## src/rtl/usrt_pkg.sv

```systemverilog
// usrt_pkg: shared definitions for the USRT receive controller.
// Register map (word index = i_Paddr[3:2]), CTRL/STATUS bit positions,
// receive-controller state encodings and the idle-timeout multiplier.
package usrt_pkg;

   localparam logic [1:0] REG_CTRL   = 2'd0;
   localparam logic [1:0] REG_BAUD   = 2'd1;
   localparam logic [1:0] REG_STATUS = 2'd2;
   localparam logic [1:0] REG_DATA   = 2'd3;

   localparam int CTRL_EN      = 0;
   localparam int CTRL_IE_RXNE = 1;
   localparam int CTRL_IE_OVR  = 2;
   localparam int CTRL_IE_TO   = 3;
   localparam int CTRL_FLUSH   = 4;

   localparam int ST_RXNE      = 0;
   localparam int ST_FULL      = 1;
   localparam int ST_OVR       = 2;
   localparam int ST_TO        = 3;
   localparam int ST_LEVEL_LSB = 8;
   localparam int ST_LEVEL_W   = 5;

   // Four 10-bit character times expressed in baud-divisor units.
   localparam int TIMEOUT_MULT = 40;
   localparam int TIMEOUT_W    = 20;

   typedef enum logic [1:0] {
      s_OFF   = 2'd0,
      s_RUN   = 2'd1,
      s_FLUSH = 2'd2
   } rx_state_t;

   // A divisor below 2 cannot produce a usable bit period.
   function automatic logic [13:0] baud_sanitize(input logic [13:0] i_val);
      return (i_val < 14'd2) ? 14'd2 : i_val;
   endfunction

endpackage

```

## src/rtl/rx_fifo.sv

```systemverilog
// rx_fifo: synchronous byte FIFO for received characters.
// A push while full is accepted only when a pop happens in the same cycle,
// so a full FIFO can stream without losing data. Flush clears the pointers.
module rx_fifo
   import usrt_pkg::*;
#(
   parameter int DEPTH = 8,
   parameter int AW    = $clog2(DEPTH)
) (
   input  logic          i_Clk,
   input  logic          i_Reset,
   input  logic          i_Push,
   input  logic          i_Pop,
   input  logic          i_Flush,
   input  logic [7:0]    i_Data,
   output logic [7:0]    o_Data,
   output logic          o_Full,
   output logic          o_Empty,
   output logic [AW:0]   o_Level
);

   logic [7:0]  r_mem [DEPTH];
   logic [AW-1:0] r_wr_ptr;
   logic [AW-1:0] r_rd_ptr;
   logic [AW:0]   r_level;

   logic w_full;
   logic w_empty;
   logic w_do_push;
   logic w_do_pop;

   assign w_full    = (r_level == (AW+1)'(DEPTH));
   assign w_empty   = (r_level == '0);
   assign w_do_push = i_Push & (~w_full | i_Pop);
   assign w_do_pop  = i_Pop & ~w_empty;

   assign o_Data  = r_mem[r_rd_ptr];
   assign o_Full  = w_full;
   assign o_Empty = w_empty;
   assign o_Level = r_level;

   // Storage array: written on accepted pushes, never reset.
   always_ff @(posedge i_Clk) begin
      if (w_do_push && !i_Flush) begin
         r_mem[r_wr_ptr] <= i_Data;
      end
   end

   // Pointer and level bookkeeping; pointers wrap modulo DEPTH.
   always_ff @(posedge i_Clk) begin
      if (i_Reset || i_Flush) begin
         r_wr_ptr <= '0;
         r_rd_ptr <= '0;
         r_level  <= '0;
      end else begin
         if (w_do_push) begin
            r_wr_ptr <= r_wr_ptr + AW'(1);
         end
         if (w_do_pop) begin
            r_rd_ptr <= r_rd_ptr + AW'(1);
         end
         case ({w_do_push, w_do_pop})
            2'b10:   r_level <= r_level + (AW+1)'(1);
            2'b01:   r_level <= r_level - (AW+1)'(1);
            default: r_level <= r_level;
         endcase
      end
   end

endmodule

```

## src/rtl/usrt_rx_ctrl.sv

```systemverilog
// usrt_rx_ctrl: receive-side controller for the USRT receiver.
// APB register slave (CTRL/BAUD/STATUS/DATA), receive FIFO capture,
// overrun tracking and a registered level interrupt.
// Optional feature macro: USRT_RX_TIMEOUT_EN adds the idle timeout
// (STATUS.TIMEOUT, CTRL.IE_TO); without it those bits read 0.
//
// state   | meaning
// s_OFF   | receiver disabled, Done pulses discarded
// s_RUN   | receiver enabled, Done pulses pushed into the FIFO
// s_FLUSH | one cycle: FIFO and TIMEOUT cleared, receiver held off
module usrt_rx_ctrl
   import usrt_pkg::*;
#(
   parameter int          FIFO_DEPTH = 8,
   parameter logic [13:0] BAUD_RESET = 14'd434
) (
   input  logic        i_Pclk,
   input  logic        i_Reset,
   input  logic        i_Psel,
   input  logic        i_Penable,
   input  logic        i_Pwrite,
   input  logic [3:0]  i_Paddr,
   input  logic [15:0] i_Pwdata,
   output logic [15:0] o_Prdata,
   output logic        o_Pready,
   output logic [13:0] o_Baud,
   output logic        o_Enable,
   input  logic [7:0]  i_Rx_Data,
   input  logic        i_Rx_Done,
   output logic        o_Irq
);

   localparam int AW = $clog2(FIFO_DEPTH);

   rx_state_t   r_state;
   logic        r_enable;
   logic        r_en;
   logic        r_ie_rxne;
   logic        r_ie_ovr;
   logic [13:0] r_baud;
   logic        r_ovr;
   logic        r_irq;

   logic        w_access;
   logic        w_wr;
   logic        w_rd;
   logic [1:0]  w_sel;
   logic        w_wr_ctrl;
   logic        w_wr_baud;
   logic        w_wr_status;
   logic        w_rd_data;
   logic        w_flush_req;
   logic        w_en_nxt;
   logic        w_push;
   logic        w_pop;
   logic        w_fifo_flush;
   logic [7:0]  w_fifo_dout;
   logic        w_full;
   logic        w_empty;
   logic [AW:0] w_level;
   logic        w_rxne;
   logic        w_ovr_set;
   logic        w_timeout;
   logic        w_ie_to;
   logic [15:0] w_rdata;
   logic        w_unused_ok;

   assign w_access    = i_Psel & i_Penable;
   assign w_wr        = w_access & i_Pwrite;
   assign w_rd        = w_access & ~i_Pwrite;
   assign w_sel       = i_Paddr[3:2];
   assign w_wr_ctrl   = w_wr & (w_sel == REG_CTRL);
   assign w_wr_baud   = w_wr & (w_sel == REG_BAUD);
   assign w_wr_status = w_wr & (w_sel == REG_STATUS);
   assign w_rd_data   = w_rd & (w_sel == REG_DATA);
   assign w_flush_req = w_wr_ctrl & i_Pwdata[CTRL_FLUSH];
   // EN as it will be after this cycle, so a write and the state decision agree.
   assign w_en_nxt    = w_wr_ctrl ? i_Pwdata[CTRL_EN] : r_en;

   assign w_fifo_flush = (r_state == s_FLUSH);
   assign w_push       = i_Rx_Done & (r_state == s_RUN);
   assign w_pop        = w_rd_data & ~w_empty & ~w_fifo_flush;
   assign w_rxne       = ~w_empty;
   // Same-cycle pop makes room, so only an unmatched push into a full FIFO overruns.
   assign w_ovr_set    = w_push & w_full & ~w_pop;

   assign w_unused_ok = &{1'b0, i_Paddr[1:0], i_Pwdata[15:14]};

   rx_fifo #(
      .DEPTH (FIFO_DEPTH)
   ) u_rx_fifo (
      .i_Clk   (i_Pclk),
      .i_Reset (i_Reset),
      .i_Push  (w_push),
      .i_Pop   (w_pop),
      .i_Flush (w_fifo_flush),
      .i_Data  (i_Rx_Data),
      .o_Data  (w_fifo_dout),
      .o_Full  (w_full),
      .o_Empty (w_empty),
      .o_Level (w_level)
   );

   // Receiver state machine with registered enable to the shift register.
   always_ff @(posedge i_Pclk) begin
      if (i_Reset) begin
         r_state  <= s_OFF;
         r_enable <= 1'b0;
      end else begin
         case (r_state)
            s_OFF: begin
               if (w_flush_req) begin
                  r_state  <= s_FLUSH;
                  r_enable <= 1'b0;
               end else if (w_en_nxt) begin
                  r_state  <= s_RUN;
                  r_enable <= 1'b1;
               end
            end
            s_RUN: begin
               if (w_flush_req) begin
                  r_state  <= s_FLUSH;
                  r_enable <= 1'b0;
               end else if (!w_en_nxt) begin
                  r_state  <= s_OFF;
                  r_enable <= 1'b0;
               end
            end
            s_FLUSH: begin
               if (w_flush_req) begin
                  r_state  <= s_FLUSH;
                  r_enable <= 1'b0;
               end else if (w_en_nxt) begin
                  r_state  <= s_RUN;
                  r_enable <= 1'b1;
               end else begin
                  r_state  <= s_OFF;
                  r_enable <= 1'b0;
               end
            end
            default: begin
               r_state  <= s_OFF;
               r_enable <= 1'b0;
            end
         endcase
      end
   end

   // CTRL register bits (FLUSH is a strobe and is not stored).
   always_ff @(posedge i_Pclk) begin
      if (i_Reset) begin
         r_en      <= 1'b0;
         r_ie_rxne <= 1'b0;
         r_ie_ovr  <= 1'b0;
      end else if (w_wr_ctrl) begin
         r_en      <= i_Pwdata[CTRL_EN];
         r_ie_rxne <= i_Pwdata[CTRL_IE_RXNE];
         r_ie_ovr  <= i_Pwdata[CTRL_IE_OVR];
      end
   end

   // Baud divisor, frozen while the receiver is enabled.
   always_ff @(posedge i_Pclk) begin
      if (i_Reset) begin
         r_baud <= BAUD_RESET;
      end else if (w_wr_baud && !r_en) begin
         r_baud <= baud_sanitize(i_Pwdata[13:0]);
      end
   end

   // Overrun flag: a new overrun beats a simultaneous W1C.
   always_ff @(posedge i_Pclk) begin
      if (i_Reset) begin
         r_ovr <= 1'b0;
      end else if (w_ovr_set) begin
         r_ovr <= 1'b1;
      end else if (w_wr_status && i_Pwdata[ST_OVR]) begin
         r_ovr <= 1'b0;
      end
   end

`ifdef USRT_RX_TIMEOUT_EN
   logic                 r_ie_to;
   logic                 r_timeout;
   logic [TIMEOUT_W-1:0] r_idle_cnt;
   logic [TIMEOUT_W-1:0] w_idle_limit;
   logic                 w_idle_reload;

   assign w_idle_limit  = TIMEOUT_W'(r_baud) * TIMEOUT_W'(TIMEOUT_MULT);
   assign w_idle_reload = w_fifo_flush | w_push | w_pop | w_empty;
   assign w_timeout     = r_timeout;
   assign w_ie_to       = r_ie_to;

   // Timeout interrupt enable bit of CTRL.
   always_ff @(posedge i_Pclk) begin
      if (i_Reset) begin
         r_ie_to <= 1'b0;
      end else if (w_wr_ctrl) begin
         r_ie_to <= i_Pwdata[CTRL_IE_TO];
      end
   end

   // Idle down-counter: reloaded by FIFO activity or emptiness, holds at zero.
   always_ff @(posedge i_Pclk) begin
      if (i_Reset) begin
         r_idle_cnt <= '0;
         r_timeout  <= 1'b0;
      end else begin
         if (w_idle_reload) begin
            r_idle_cnt <= w_idle_limit;
         end else if (r_idle_cnt != '0) begin
            r_idle_cnt <= r_idle_cnt - TIMEOUT_W'(1);
         end
         if (w_fifo_flush) begin
            r_timeout <= 1'b0;
         end else if (!w_idle_reload && (r_idle_cnt == '0)) begin
            r_timeout <= 1'b1;
         end else if (w_wr_status && i_Pwdata[ST_TO]) begin
            r_timeout <= 1'b0;
         end
      end
   end
`else
   assign w_timeout = 1'b0;
   assign w_ie_to   = 1'b0;
`endif

   // Registered level interrupt.
   always_ff @(posedge i_Pclk) begin
      if (i_Reset) begin
         r_irq <= 1'b0;
      end else begin
         r_irq <= (w_rxne & r_ie_rxne) | (r_ovr & r_ie_ovr) | (w_timeout & w_ie_to);
      end
   end

   // APB read mux; DATA returns the FIFO head directly, 0 when empty.
   always_comb begin
      w_rdata = '0;
      if (w_rd) begin
         case (w_sel)
            REG_CTRL: begin
               w_rdata[CTRL_EN]      = r_en;
               w_rdata[CTRL_IE_RXNE] = r_ie_rxne;
               w_rdata[CTRL_IE_OVR]  = r_ie_ovr;
               w_rdata[CTRL_IE_TO]   = w_ie_to;
            end
            REG_BAUD: begin
               w_rdata[13:0] = r_baud;
            end
            REG_STATUS: begin
               w_rdata[ST_RXNE] = w_rxne;
               w_rdata[ST_FULL] = w_full;
               w_rdata[ST_OVR]  = r_ovr;
               w_rdata[ST_TO]   = w_timeout;
               w_rdata[ST_LEVEL_LSB +: ST_LEVEL_W] = ST_LEVEL_W'(w_level);
            end
            REG_DATA: begin
               w_rdata[7:0] = w_empty ? 8'h00 : w_fifo_dout;
            end
            default: w_rdata = '0;
         endcase
      end
   end

   assign o_Prdata = w_rdata;
   assign o_Pready = 1'b1;
   assign o_Baud   = r_baud;
   assign o_Enable = r_enable;
   assign o_Irq    = r_irq;

endmodule

```

## config.mk

```make
export PLATFORM = sky130hd
export DESIGN_NAME = usrt_rx_ctrl
export DESIGN_NICKNAME = d
export VERILOG_FILES = /design/src/rtl/usrt_pkg.sv /design/src/rtl/rx_fifo.sv /design/src/rtl/usrt_rx_ctrl.sv
export SDC_FILE = /design/constraint.sdc
export NUM_CORES = 1
export LEC_CHECK = 0
export CORE_ASPECT_RATIO = 0.5
export CORE_MARGIN = 2
export CORE_UTILIZATION = 40
export DETAILED_ROUTE_END_ITERATION = 10
export DONT_BUFFER_PORTS = 1
export PLACE_DENSITY = 0.51
export REMOVE_ABC_BUFFERS = 1
export SYNTH_ARGS = -nofsm -noshare
export SYNTH_HDL_FRONTEND = slang
export SYNTH_SLANG_ARGS = --single-unit
```

## constraint.sdc

```tcl
create_clock -name i_Pclk -period 3.7 [get_ports i_Pclk]
set_clock_uncertainty 0.05 [all_clocks]
set_input_delay 0.555 -clock i_Pclk [delete_from_list [all_inputs] [get_ports i_Pclk]]
set_output_delay 0.555 -clock i_Pclk [all_outputs]
set_load 0.02 [all_outputs]
```

== Word-level counts from Yosys, hierarchy flattened ==
Memories as Yosys holds them, arrays and structs flattened. A register that Yosys moved wholly into a read port is not among the register bits.
Cells that the tools add are included.
Storage, ports and cells
  register bits: 32
  memories: 1
  bits of input ports: 34
  logic and storage cells: 92
  output and inout port bits: 33
  bits in writable memories: 64
Cells by class
  reductions and logical operators: 12
  eq/ne operators: 10
  muxes and demuxes: 29
  $lt $le $gt $ge: 1
  add/sub/neg operators: 4
  bitwise logic cells: 24
Memory list
  u_rx_fifo.r_mem: words 8, bits a word 8, rd ports 1, clocked after memory_dff 1, write ports 1, RTL line rx_fifo.sv:22  | logic [7:0] r_mem [DEPTH];
Operator list (count)
  14-bit two-way mux: 2
  1-bit bitwise AND: 17
  4-bit case mux with 2 select lines: 2
  4-bit case mux with 4 select lines: 1
  14-bit by 2-bit less-than comparator with 1-bit output, second input constant: 1
  1-bit two-way mux: 13
  2-bit two-way mux: 5
  5-bit case mux with 2 select lines: 1
  2-bit equality test, second input constant: 4
  8-bit two-way mux: 1
  3-bit by 1-bit adder with 3-bit output, second input constant: 2
  2-bit by 1-bit equality test with 1-bit output, second input constant: 3
  3-bit two-way mux: 2
  3-bit inequality test, second input constant: 2
  2-bit case mux with 3 select lines: 1
  1-bit NOT: 5
  4-bit by 1-bit adder with 4-bit output, second input constant: 1
  4-bit equality test, second input constant: 1
  2-bit logical NOT: 2
  4-bit logical NOT: 1
  2-bit nonzero test: 2
  4-bit by 1-bit subtractor with 4-bit output, second input constant: 1
  1-bit logical AND: 3
  1-bit case mux with 3 select lines: 1
  4 further kinds: 6

== Depth between registers and ports, before layout ==
Gate-level depths: netlist of run 1.
  word-level depth: 10
  depth in mapped cells: 11
  mapped depth without buffers: 11

== By module ==
A second synthesis of run 1 with hierarchy kept.
Unflattened totals
  cell total of the unflattened synthesis: 333
  area, all modules: 4289.1 um^2
Modules (own cells, without submodules)
  rx_fifo: seq. area each 2182.1 um^2, instances 1, cells each 172, area an instance 3084.2 um^2
  usrt_rx_ctrl: seq. area each 440.4 um^2, instances 1, cells each 161, area an instance 1204.9 um^2

== Least setup slack after synthesis of run 1 ==
Ideal clock, no wire load.
  kind: input-to-reg
  start: input port i_Paddr[2]
  end: memory u_rx_fifo.r_mem[1][0], enable pin
  setup slack: 0.997 ns
  setup time: 0.398 ns
  data required time: 3.252 ns
  stages on the path: 5
  arrival time: 2.255 ns
  buffers on the path: 0
  cells stage by stage: ha_1 > nand4b_1 > a21oi_2 > inv_2 > nor4b_1
Between the ends
  word-level cells in the longest chain between the ends: 9
Ends and longest elaborated chain
  start: declaration: RTL line usrt_rx_ctrl.sv:22  | input logic [3:0] i_Paddr,
  2-bit equality test: RTL line usrt_rx_ctrl.sv:75  | assign w_rd_data = w_rd & (w_sel == REG_DATA);
  1-bit bitwise AND: RTL line usrt_rx_ctrl.sv:75
  1-bit bitwise AND (2 in a row): RTL line usrt_rx_ctrl.sv:82  | assign w_pop = w_rd_data & ~w_empty & ~w_fifo_flush;
  1-bit OR: RTL line rx_fifo.sv:34  | assign w_do_push = i_Push & (~w_full | i_Pop);
  1-bit bitwise AND: RTL line rx_fifo.sv:34
  1-bit logical AND: RTL line rx_fifo.sv:44  | if (w_do_push && !i_Flush) begin
  1-bit two-way mux: RTL line rx_fifo.sv:44
  1-bit two-way mux (not written as such): RTL line rx_fifo.sv:45  | r_mem[r_wr_ptr] <= i_Data;
  end: declaration: RTL line rx_fifo.sv:22
No other way between the ends.

==> impl_results.md, run 1 <==
- GR Util All Layers: 16.3%
- Worst vdd ir: 0.197 mV
- Clock sink count: 99
- Initial antenna violation count: 0
- DRT Pass-1 Iters: 4
- CTS tree: done
- Root Buffer: clkbuf_16
- Reg-to-Reg End: u_rx_fifo.o_Level[2]$_SDFFE_PP0P_
- Unrepaired setup endpoints after global routing: false
- CTS Buf Count: 9
- Max Root-Sink Buffers: 2
- Post-CTS setup buffers: 0
- Final hold viol count: 0
- Total power: 2.16 mW
- Post-DP HPWL: 6.62 mm
- Area delta synth->final: 9.84%
- R2r setup slk: 1.04 ns
- Power Density: 450 mW/mm2
- # hold bufs at CTS: 0
- Setup_tns: 0 ns
- Post-synth top area share: 43.9%
- Final Max Slew Viols: 0
- GPL Wtd Cong: 0.789
- Drc violations: 0
- Met3 Usage GRT: 5.64%
- Vias in the first global route: 2505
- Status: finished clean
- Critical Path AT: 2.66 ns
- Largest net degree at the start of global routing: 23
- Ports: 67
- Hold Slack: 0.229 ns
- Setup ws final: 0.435 ns
- Chip width: 152 um
- CP Max Fanout: 17
- DR WL/cell: 19.6 um
- Grt met1 use: 21.6%
- Pre-CTS WS: 0.772 ns
- Post-route ant nets: 0
- Post-cts sizing count: 0
- Slew margin rel.: 34.7%
- Final setup violation count: 0
- Yosys cell types: 53
- Ratio of cells with drive above 1 in the final layout: 15.7%
- Synthesized area: 0.00437 mm2
- Initial DRC Count: 208
- GRT overflow: 0
- Type of origin of the critical path: flop
- Final net count: 383
- Non-filler cells in the finished layout: 484
- Die Y-Extent: 77.9 um
- N_diodes: 0
- Worst skew pair latency: 0.33 ns
- WS Path Type: reg2out
- Via/cell ratio: 5.45
- Syn_area_per_cell: 12.9 um2
- Worst r2r src: u_rx_fifo.o_Level[0]$_SDFFE_PP0P_
- Worst Tran Pin Value: 0.978 ns
- Design Area, Final: 0.00480 mm2
- Die Area: 0.0118 mm2
- CORE AREA: 0.0104 mm2
- First-pass GRT wire length: 14.6 mm
- Flops & latches, synth: 99
- Async S/R FF share, synth: 0%
- YS warnings: 0
- Starting Density: 42.0%
- Worst Setup EP: o_Prdata[1]
- P_leak: 1.56 nW
- Synth top area cells: edfxtp_1 44%, dfxtp_1 16%, mux4_2 7.7%
- Placed cell areas: 0.00450 mm2
- Number of synthesized flops with an enable pin: 64
- DR vias: 2640
- Predominant post-synthesis flop cell: edfxtp_1
- Final min period: 3.26 ns
- Clock slew at reported path FFs: 0.07 ns
- Post-synthesis sequential area ratio: 60.0%
- Port-buffer cells: 0
- GRT busiest layer: met2
- Floorplan row count: 26
- Max-cap violations: 0
- Placed Instances: 468
- Final wirelength: 9.49 mm
- Synth area leader: edfxtp_1
- GRT met2 Usage: 26.0%
- Max Fclk: 306 MHz
- Commonest cells in the netlist: 64 x edfxtp_1, 43 x nand2_1, 35 x dfxtp_1
- Register-to-Register Path Depth: 9
- Final period util: 88.2%
- H-Tree Depth: 3
- Crit path capture type: output port
- Syn Inst Count: 340
- Most frequent cell after synthesis: edfxtp_1
- Required time of the critical path: 3.09 ns
- Hold WC Path Type: in2reg
- Final Core Density: 46.1%
[worst max-delay path, stage by stage (launching register included)]
cell and delay, ns:
dfxtp_1 0.96, mux4_2 0.62, nor3b_1 0.16, a31oi_1 0.25, a221oi_1 0.15, buf_4 0.19
[layout make-up]
type / count / area (um2)
clock buffers: 9 / 225
clock inverters: 7 / 75.1
fillers: 947 / 5610
inverters: 6 / 22.5
multi-input cells: 212 / 1600
flip-flops and latches: 99 / 2620
well taps: 140 / 175
repair buffers: 11 / 82.6
[registers in the layout, summed over array words and instances (netlist names), named ones only]
signal / flops
u_rx_fifo.r_mem: 64
o_Baud: 14
u_rx_fifo.o_Level: 4
u_rx_fifo.r_rd_ptr: 3
u_rx_fifo.r_wr_ptr: 3
r_state: 2
o_Enable: 1
o_Irq: 1
r_en: 1
r_ie_ovr: 1
r_ie_rxne: 1
r_ovr: 1
[cells by family (layout without fill, tap and decap cells)]
family,count (synthesis),in the layout,synth area share (%)
adder cells (fa/ha/maj),11,11,3.12
AO/OA/AOI/OAI,46,46,6.75
buffers and inverters,30,33,3.66
multiplexers,27,27,10.5
AND/OR/NAND/NOR,118,118,14.4
XOR/XNOR,7,7,1.40
flip-flops,99,99,60.0
other,2,3,0.172
[cells in the final DEF (no fill, tap or decap), drive strengths merged, types with 6 or more instances in the layout]
cell type   n
nor3        6
nand3b     11
mux4       15
mux2i      11
clkbuf      9
dfxtp      35
nor2       20
ha         10
o21ai       9
nand2      44
a21oi      22
inv         9
edfxtp     64
buf        11
[metal layers]
layer  routed length, um  part of all wire, %
met1                4380                   46
met5                   0                    0
met4                  73                 0.77
met2                4410                   46
met3                 622                  6.6
[how the worst min path moves through the flow]
| stage | startpoint | endpoint | cells past startpoint |
|---|---|---|---|
| after floorplan | r_ie_ovr$_SDFFE_PP0P_ | r_ie_ovr$_SDFFE_PP0P_ | 2 |
| after global placement | r_ie_ovr$_SDFFE_PP0P_ | r_ie_ovr$_SDFFE_PP0P_ | 2 |
| after detailed placement | r_ie_ovr$_SDFFE_PP0P_ | r_ie_ovr$_SDFFE_PP0P_ | 2 |
| after CTS | i_Reset | o_Enable$_SDFFE_PP0P_ | 1 |
| after global routing | i_Reset | o_Enable$_SDFFE_PP0P_ | 1 |
| final | i_Reset | o_Baud[3]$_SDFFE_PP0P_ | 1 |
[where the power goes]
part / leakage (nW) / total [mW] / switching, mW / internal, mW
combinational: 0.552 / 0.0408 / 0.0263 / 0.0145
sequential: 0.858 / 1.18 / 0.00698 / 1.18
clock: 0.151 / 0.936 / 0.405 / 0.531
No activity file was read; power rests on OpenSTA's default activity.
==> run 2: changes to the inputs <==
Settings changed: CORE_UTILIZATION 40 to 45, PLACE_DENSITY 0.51 to 0.57.
==> run 2 against run 1 <==
Against the previous run:
- maximum frequency up 3.8%
- clock-buffer cell count unchanged
- combinational power about the same
- sequential share of layout area up 0.16 points
- hold slack worse by 0.0071 ns
- utilization up 4.6 points
==> impl_results.md, run 2 (same netlist as run 1, synthesis figures left out) <==
- Status: finished clean
- Worst Tran Pin Value: 0.942 ns
- Worst skew pair latency: 0.34 ns
- Non-filler cells in the finished layout: 478
- Placed Instances: 462
- Largest net degree at the start of global routing: 23
- HP Start: i_Reset
- Commonest cells after routing, fill and taps aside: 64 x edfxtp_1, 43 x nand2_1, 35 x dfxtp_1
- Power Density: 453 mW/mm2
- DRT Pass-1 Iters: 4
- Final hold viol count: 0
- Crit path capture type: output port
- DR WL/cell: 19.1 um
- CTS tree: done
- Post-cts sizing count: 0
- Final min period: 3.14 ns
- CTS Buf Count: 9
- Floorplan row count: 25
- Placed cell areas: 0.00449 mm2
- Final period util: 85.0%
- Worst r2r src: u_rx_fifo.o_Level[0]$_SDFFE_PP0P_
- Final Core Density: 50.7%
- P_leak: 1.56 nW
- Hold Slack: 0.222 ns
- # hold bufs at CTS: 0
- Hold Crit Endpoint: o_Enable$_SDFFE_PP0P_
- R2r setup slk: 1.01 ns
- Ratio of cells with drive above 1 in the final layout: 15.5%
- Total power: 2.17 mW
- WS Path Type: reg2out
- Starting Density: 46.3%
- Setup ws final: 0.555 ns
- Via/cell ratio: 5.46
- Reg with most FFs: u_rx_fifo.r_mem
- GPL Wtd Cong: 0.756
- Largest register FFs: 64
- CP Max Fanout: 17
- N_diodes: 0
- DR vias: 2608
- Die Area: 0.0106 mm2
- Final net count: 382
- Post-route ant nets: 0
- Cell count of the worst hold path: 1
- Final Max Slew Viols: 0
- Register-to-Register Path Depth: 9
- H-Tree Depth: 3
- Chip width: 143 um
- Clock slew at reported path FFs: 0.07 ns
- Final setup violation count: 0
- GR Util All Layers: 18.1%
- Design Area, Final: 0.00479 mm2
- First-pass GRT wire length: 13.9 mm
- Clock sink count: 99
- Type of origin of the critical path: flop
- Post-CTS setup buffers: 0
- Initial antenna violation count: 0
- Required time of the critical path: 3.09 ns
- Post-DP HPWL: 6.35 mm
- CORE AREA: 0.00945 mm2
- Worst vdd ir: 0.246 mV
- Ports: 67
- Max Root-Sink Buffers: 2
- Unrepaired setup endpoints after global routing: false
- Root Buffer: clkbuf_16
- Initial DRC Count: 185
- Port-buffer cells: 0
- Reg-to-Reg End: u_rx_fifo.o_Level[2]$_SDFFE_PP0P_
- Critical Path AT: 2.54 ns
- GRT overflow: 0
- Setup_tns: 0 ns
- Hold WC Path Type: in2reg
- Final wirelength: 9.12 mm
- Die Y-Extent: 73.7 um
- Area delta synth->final: 9.53%
- Vias in the first global route: 2583
- Max-cap violations: 0
- Pre-CTS WS: 0.800 ns
- Max Fclk: 318 MHz
- Drc violations: 0
- Commonest non-fill, non-tap cell in the layout: edfxtp_1
- Slew margin rel.: 37.1%
==> run 2: worst max path at each step <==
stage	startpoint	slack (ns)	endpoint	depth (start not counted)
floorplan	i_Paddr[2]	1.0	u_rx_fifo.r_mem[1][0]$_DFFE_PP_	5
global route	flop	0.37	o_Prdata[2]	4
global placement	flop	0.84	o_Prdata[1]	5
detailed placement	i_Paddr[2]	0.80	u_rx_fifo.o_Level[2]$_SDFFE_PP0P_	11
finish	flop	0.56	o_Prdata[1]	5
CTS	flop	0.47	o_Prdata[1]	5
==> run 2: where the power goes <==
group	switching [mW]	internal, mW	leakage (nW)
clock network	0.412	0.531	0.151
logic	0.0261	0.0145	0.547
registers	0.00700	1.18	0.858
==> run 2: cell type report <==
cell class	instances	area (um2)
Fill cell	801	4660
Inverter	6	22.5
Sequential cell	99	2620
Clock inverter	7	75.1
Clock buffer	9	225
Multi-Input combinational cell	212	1600
Tap cell	135	169
Timing Repair Buffer	10	75.1
==> run 2: worst max-delay path, cell delays in order, from the launching register on <==
cell and delay, ns:
dfxtp_1 0.94, mux4_2 0.60, nor3b_1 0.15, a31oi_1 0.21
a221oi_1 0.12, buf_4 0.18
==> run 2: routing by layer <==
metal | GRT usage [%] | vias to the layer above | part of all wire (%)
met5 | 0 | - | 0
met4 | 5.77 | 0 | 0.69
met3 | 6.00 | 4 | 6.7
met2 | 30.2 | 76 | 47
met1 | 22.8 | 1286 | 46
li1 | - | 1242 | -
==> run 3: changes to the inputs <==
Settings changed: PLACE_DENSITY 0.57 to 0.59.
Clock period 3.7 ns to 2.85 ns, I/O delays scaled along.
==> run 3 against run 2 <==
Against the previous run:
- power up 32%
- non-clock buffer count up 8
- sequential share of layout area fell by 0.97 points
- critical path type unchanged
==> impl_results.md, run 3 (same netlist as run 1, synthesis figures left out) <==
- Post-DP HPWL: 6.55 mm
- Final period util: 91.8%
- WS Path Type: reg2out
- Floorplan row count: 25
- Starting Density: 46.3%
- Final hold viol count: 0
- CORE AREA: 0.00945 mm2
- Worst vdd ir: 0.311 mV
- Crit path capture type: output port
- Largest net degree at the start of global routing: 23
- Port-buffer cells: 0
- CTS Buf Count: 9
- Sw Share: 21.1%
- Pre-CTS WS: 0.328 ns
- Max Fclk: 382 MHz
- First-pass GRT wire length: 14.1 mm
- Reg with most FFs: u_rx_fifo.r_mem
- N_diodes: 0
- P_sw: 0.602 mW
- Clock network power share: 44.3%
- Worst Tran Pin Value: 0.579 ns
- Unrepaired setup endpoints after global routing: false
- Die Area: 0.0106 mm2
- Final min period: 2.62 ns
- Max Root-Sink Buffers: 2
- Root Buffer: clkbuf_16
- Max-cap violations: 0
- Type of origin of the critical path: flop
- Area delta synth->final: 11.5%
- Required time of the critical path: 2.37 ns
- Area of the multi-input gates: 0.00159 mm2
- Setup ws final: 0.234 ns
- DRT Pass-1 Iters: 6
- Ports: 67
- Critical Path AT: 2.14 ns
- Final wirelength: 9.21 mm
- Die Y-Extent: 73.7 um
- Post-route ant nets: 0
- Vias in the first global route: 2620
- Post-cts sizing count: 0
- Via/cell ratio: 5.52
- DR vias: 2681
- Non-filler cells in the finished layout: 486
- Post-CTS setup buffers: 0
- Largest stage delay, worst path: 0.58 ns
- CP max-delay cell: dfxtp_1
- Final net count: 390
- Placed Instances: 470
- Hold WC Path Type: in2reg
- Clock sink count: 99
- Initial DRC Count: 195
- Setup_tns: 0 ns
- # hold bufs at CTS: 0
- Chip width: 143 um
- Final setup violation count: 0
- Worst skew pair latency: 0.34 ns
- Largest register FFs: 64
- GRT overflow: 0
- Ratio of cells with drive above 1 in the final layout: 17.4%
- CP Max Fanout: 9
- H-Tree Depth: 3
- Worst r2r src: u_rx_fifo.o_Level[0]$_SDFFE_PP0P_
- Commonest non-fill, non-tap cell in the layout: edfxtp_1
- GPL Wtd Cong: 0.784
- Register area: 0.00262 mm2
- P_leak: 1.61 nW
- Clock slew at reported path FFs: 0.07 ns
- Int Pwr: 2.25 mW
- Gate power share: 1.9%
- Crit-path cells: buf_12, mux4_2, mux2i_1, o21ai_1
- Number of fillers in the final layout: 782
- Power Density: 585 mW/mm2
- Flop pwr share: 53.9%
- Initial antenna violation count: 0
- Slew margin rel.: 61.3%
- GR Util All Layers: 18.3%
- Total power: 2.85 mW
- Commonest cells after routing, fill and taps aside: 64 x edfxtp_1, 43 x nand2_1, 35 x dfxtp_1
- CTS tree: done
- HP Start: i_Reset
- Drc violations: 0
- Status: finished clean
- DR WL/cell: 18.9 um
- Final Max Slew Viols: 0
run 3: through the flow:
| stage | utilization (%) | instance area (um2) | hold slack, ns |
|---|---|---|---|
| 2_1_floorplan | - | 4240 | 0.388 |
| 3_3_place_gp | 48.2 | 4560 | 0.408 |
| 3_5_place_dp | 48.2 | 4560 | 0.408 |
| 4_1_cts | 51.6 | 4880 | 0.0754 |
| 5_1_grt | 51.6 | 4880 | 0.0735 |
| 6_report | 51.6 | 4880 | 0.0886 |
run 3: power groups by stage:
stage	registers, mW	logic [mW]	clock network, mW
after floorplan	1.57	0.0402	0
after global placement	1.57	0.0512	0
after detailed placement	1.57	0.0526	0
after CTS	1.54	0.0528	1.29
after global routing	1.54	0.0587	1.34
final	1.54	0.0528	1.26
run 3: final cells by class:
type / count / share of cell area, %
inverter: 6 / 0.462
sequential: 99 / 53.8
timing repair buffer: 18 / 3.03
clock inverter: 7 / 1.95
multi-input combinational: 212 / 32.7
tap: 135 / 3.46
clock buffer: 9 / 4.62
run 3: layer usage:
| metal | GRT usage, % | share of wire (%) | wire [um] | vias to the layer above |
|---|---|---|---|---|
| li1 | - | - | - | 1261 |
| met1 | 23.9 | 46 | 4200 | 1330 |
| met2 | 29.7 | 47 | 4310 | 81 |
| met3 | 6.00 | 6.5 | 596 | 9 |
| met4 | 5.12 | 1.0 | 93 | 0 |
| met5 | 0 | 0 | 0 | - |
run 3: final timing paths:
kind         slack (ns)  cells past startpoint                                end
min                0.09                      1              o_Enable$_SDFFE_PP0P_
max                0.23                      4                        o_Prdata[5]
max reg2reg        0.37                      9  u_rx_fifo.o_Level[2]$_SDFFE_PP0P_
min reg2reg        0.42                      2                 r_ovr$_SDFFE_PP0P_
run 3: critical path: cells and delay by family, from the launching register on:
kind | cells | cell delay [ns]
mux | 2 | 0.78
flops | 1 | 0.58
buf+inv | 1 | 0.21
compound gates | 1 | 0.22
==> edit (flow settings as in run 3) <==
The parameter `BAUD_RESET` goes from 14'd434 to 14'd217.
--- a/src/rtl/usrt_rx_ctrl.sv
+++ b/src/rtl/usrt_rx_ctrl.sv
@@ -12,7 +12,7 @@
    import usrt_pkg::*;
 #(
    parameter int          FIFO_DEPTH = 8,
-   parameter logic [13:0] BAUD_RESET = 14'd434
+   parameter logic [13:0] BAUD_RESET = 14'd217
 ) (
    input  logic        i_Pclk,
    input  logic        i_Reset,
Check against the original RTL: not equivalent (Yosys sat finds a counterexample within 4 cycles, from zero or initial values and one cycle with i_Reset high).
==> edit against run 3 <==
- cell area shrank 0.72%
- area after synthesis is essentially flat
- setup slack better by 49 ps
- sequential cell count stayed put
- routed wire length up 0.70%
- combinational power shrank 0.8%
- via count is essentially flat
- power down 1.8%
- critical path type unchanged
- critical endpoint is now o_Prdata[3]
- largest power group unchanged
==> edit: results (changes against run 3) <==
Hold_sp: i_Reset
Post-DP Area: 0.00454 sq mm (-0.27%)
Fraction of layout cells with a size suffix above 1: 17.1% (-0.24 points)
Placed wire-length estimate: 6530 microns (-0.38%)
Post-synth EDFFs: 64 (unchanged)
DR pass1 iterations: 4 (-2)
Routed len/inst: 19.1 microns (+0.90%)
GRT Total Usage: 18.6% (+0.28 points)
Ys Warns: 0 (unchanged)
Dpl ws: 282 ps (-45.3 ps)
Num CTS Buffers: 9 (unchanged)
Detailed Route Iter0 Violations: 151 (-23%)
Final wirelength: 9270 microns (+0.70%)
Async S/R FF share, synth: 0% (unchanged)
Synth area leaders: edfxtp_1, dfxtp_1, mux4_2
CP Data Arrival Time: 2090 ps (-50 ps)
Status: completed
Antenna cells: 0 (unchanged)
Post-synth cell types: 53 (unchanged)
Clock slew at reported path FFs: 70 ps (about the same)
Path type of the worst setup path: flip-flop to output port
Placed cells: 470 (unchanged)
Hold Crit Class: input port to flip-flop
Clock buffer depth: 2 (unchanged)
H-tree Lvls: 3 (unchanged)
P_sw: 569 uW (-5.5%)
Least-Margin Pin Slew: 538 ps (-41.0 ps)
Mapped Avg Cell Area: 12.9 sq um (about the same)
Most instantiated cells after synthesis: edfxtp_1, nand2_1, dfxtp_1
Worst-path fanout max: 7 (-2)
Vias in the first global route: 2598 (-0.84%)
Worst path slowest cell: dfxtp_1
PortBufs: 0 (unchanged)
Global-route wire length before repair: 14100 microns (unchanged)
CTS root buf: clkbuf_16
Max VDD drop: 0.000260 V (-16%)
Postcts setup bufs: 0 (unchanged)
Final net count: 390 (unchanged)
Top reg by flops: u_rx_fifo.r_mem
Filler cell count: 814 (+4.1%)
Via count: 2679 (-0.075%)
Initial antenna violation count: 0 (unchanged)
Routability cong.: 0.793 (+1.2%)
Largest net degree at the start of global routing: 23 (unchanged)
Max reg flops: 64 (unchanged)
Later-pin clock latency in the skew report: 340 ps (about the same)
CP top delay family: flip-flops
Critical R2R Launch: u_rx_fifo.o_Level[0]
Register area share after synthesis: 60.0% (about the same)
Leak pwr: 0.00159 uW (-0.79%)
Max incr delay on CP: 570 ps
==> edit: per-layer routing <==
metal  global-route usage [%]  routed length (microns)  part of all wire (%)  vias to the layer above
met3                     6.19                      818                   8.8                        5
li1                         -                        -                     -                     1255
met5                        0                        0                     0                        -
met1                     23.2                     4030                    43                     1324
met2                     30.8                     4340                    47                       95
met4                     6.54                       79                  0.85                        0
==> edit: power by group through the flow <==
stage	logic (uW)	registers (uW)	clock network, uW
after floorplan	40.8	1570	0
after global placement	50.6	1570	0
after detailed placement	51.7	1570	0
after CTS	52.3	1540	1250
after global routing	58.0	1540	1300
final	52.4	1540	1210
==> edit: final timing paths <==
kind / end / slack, ps / cells past startpoint
setup / recovery: o_Prdata[3] / 280 / 5
hold / removal: o_Enable / 90 / 1
setup reg to reg: u_rx_fifo.o_Level[2] / 300 / 9
hold reg to reg: r_ie_rxne / 430 / 2
==> edit: repair_timing <==
| item | 4_1_cts | 5_1_grt |
|---|---|---|
| resized for setup | 0 | 1 |
| endpoints found under the hold margin | 0 | 0 |
| setup endpoints to repair | 0 | 2 |
==> edit: cells by family (layout without fill, tap and decap cells) <==
logic type	Yosys count	after routing	synth area share (%)
AO/OA/AOI/OAI	46	46	6.79
XOR/XNOR	7	7	1.40
adder cells (fa/ha/maj)	11	11	3.12
buffers and inverters	31	40	3.81
flip-flops	99	99	60.0
multiplexers	27	27	10.5
other	2	3	0.172
AND/OR/NAND/NOR	117	117	14.2
==> edit: stage by stage <==
stage | hold WS (ps) | util, %
6_report | 93.2 | 51.2
4_1_cts | 78.3 | 51.2
3_3_place_gp | 408 | 48.1
2_1_floorplan | 388 | -
5_1_grt | 75.0 | 51.2
3_5_place_dp | 414 | 48.1
==> edit: final cells by class <==
| class | instances | area, sq um | area share (%) |
|---|---|---|---|
| clock buffers | 9 | 225 | 4.65 |
| clock inverters | 6 | 71.3 | 1.47 |
| inverters | 7 | 26.3 | 0.543 |
| multi-input cells | 211 | 1590 | 32.9 |
| flip-flops and latches | 99 | 2620 | 54.2 |
| well taps | 135 | 169 | 3.49 |
| repair buffers | 18 | 135 | 2.79 |
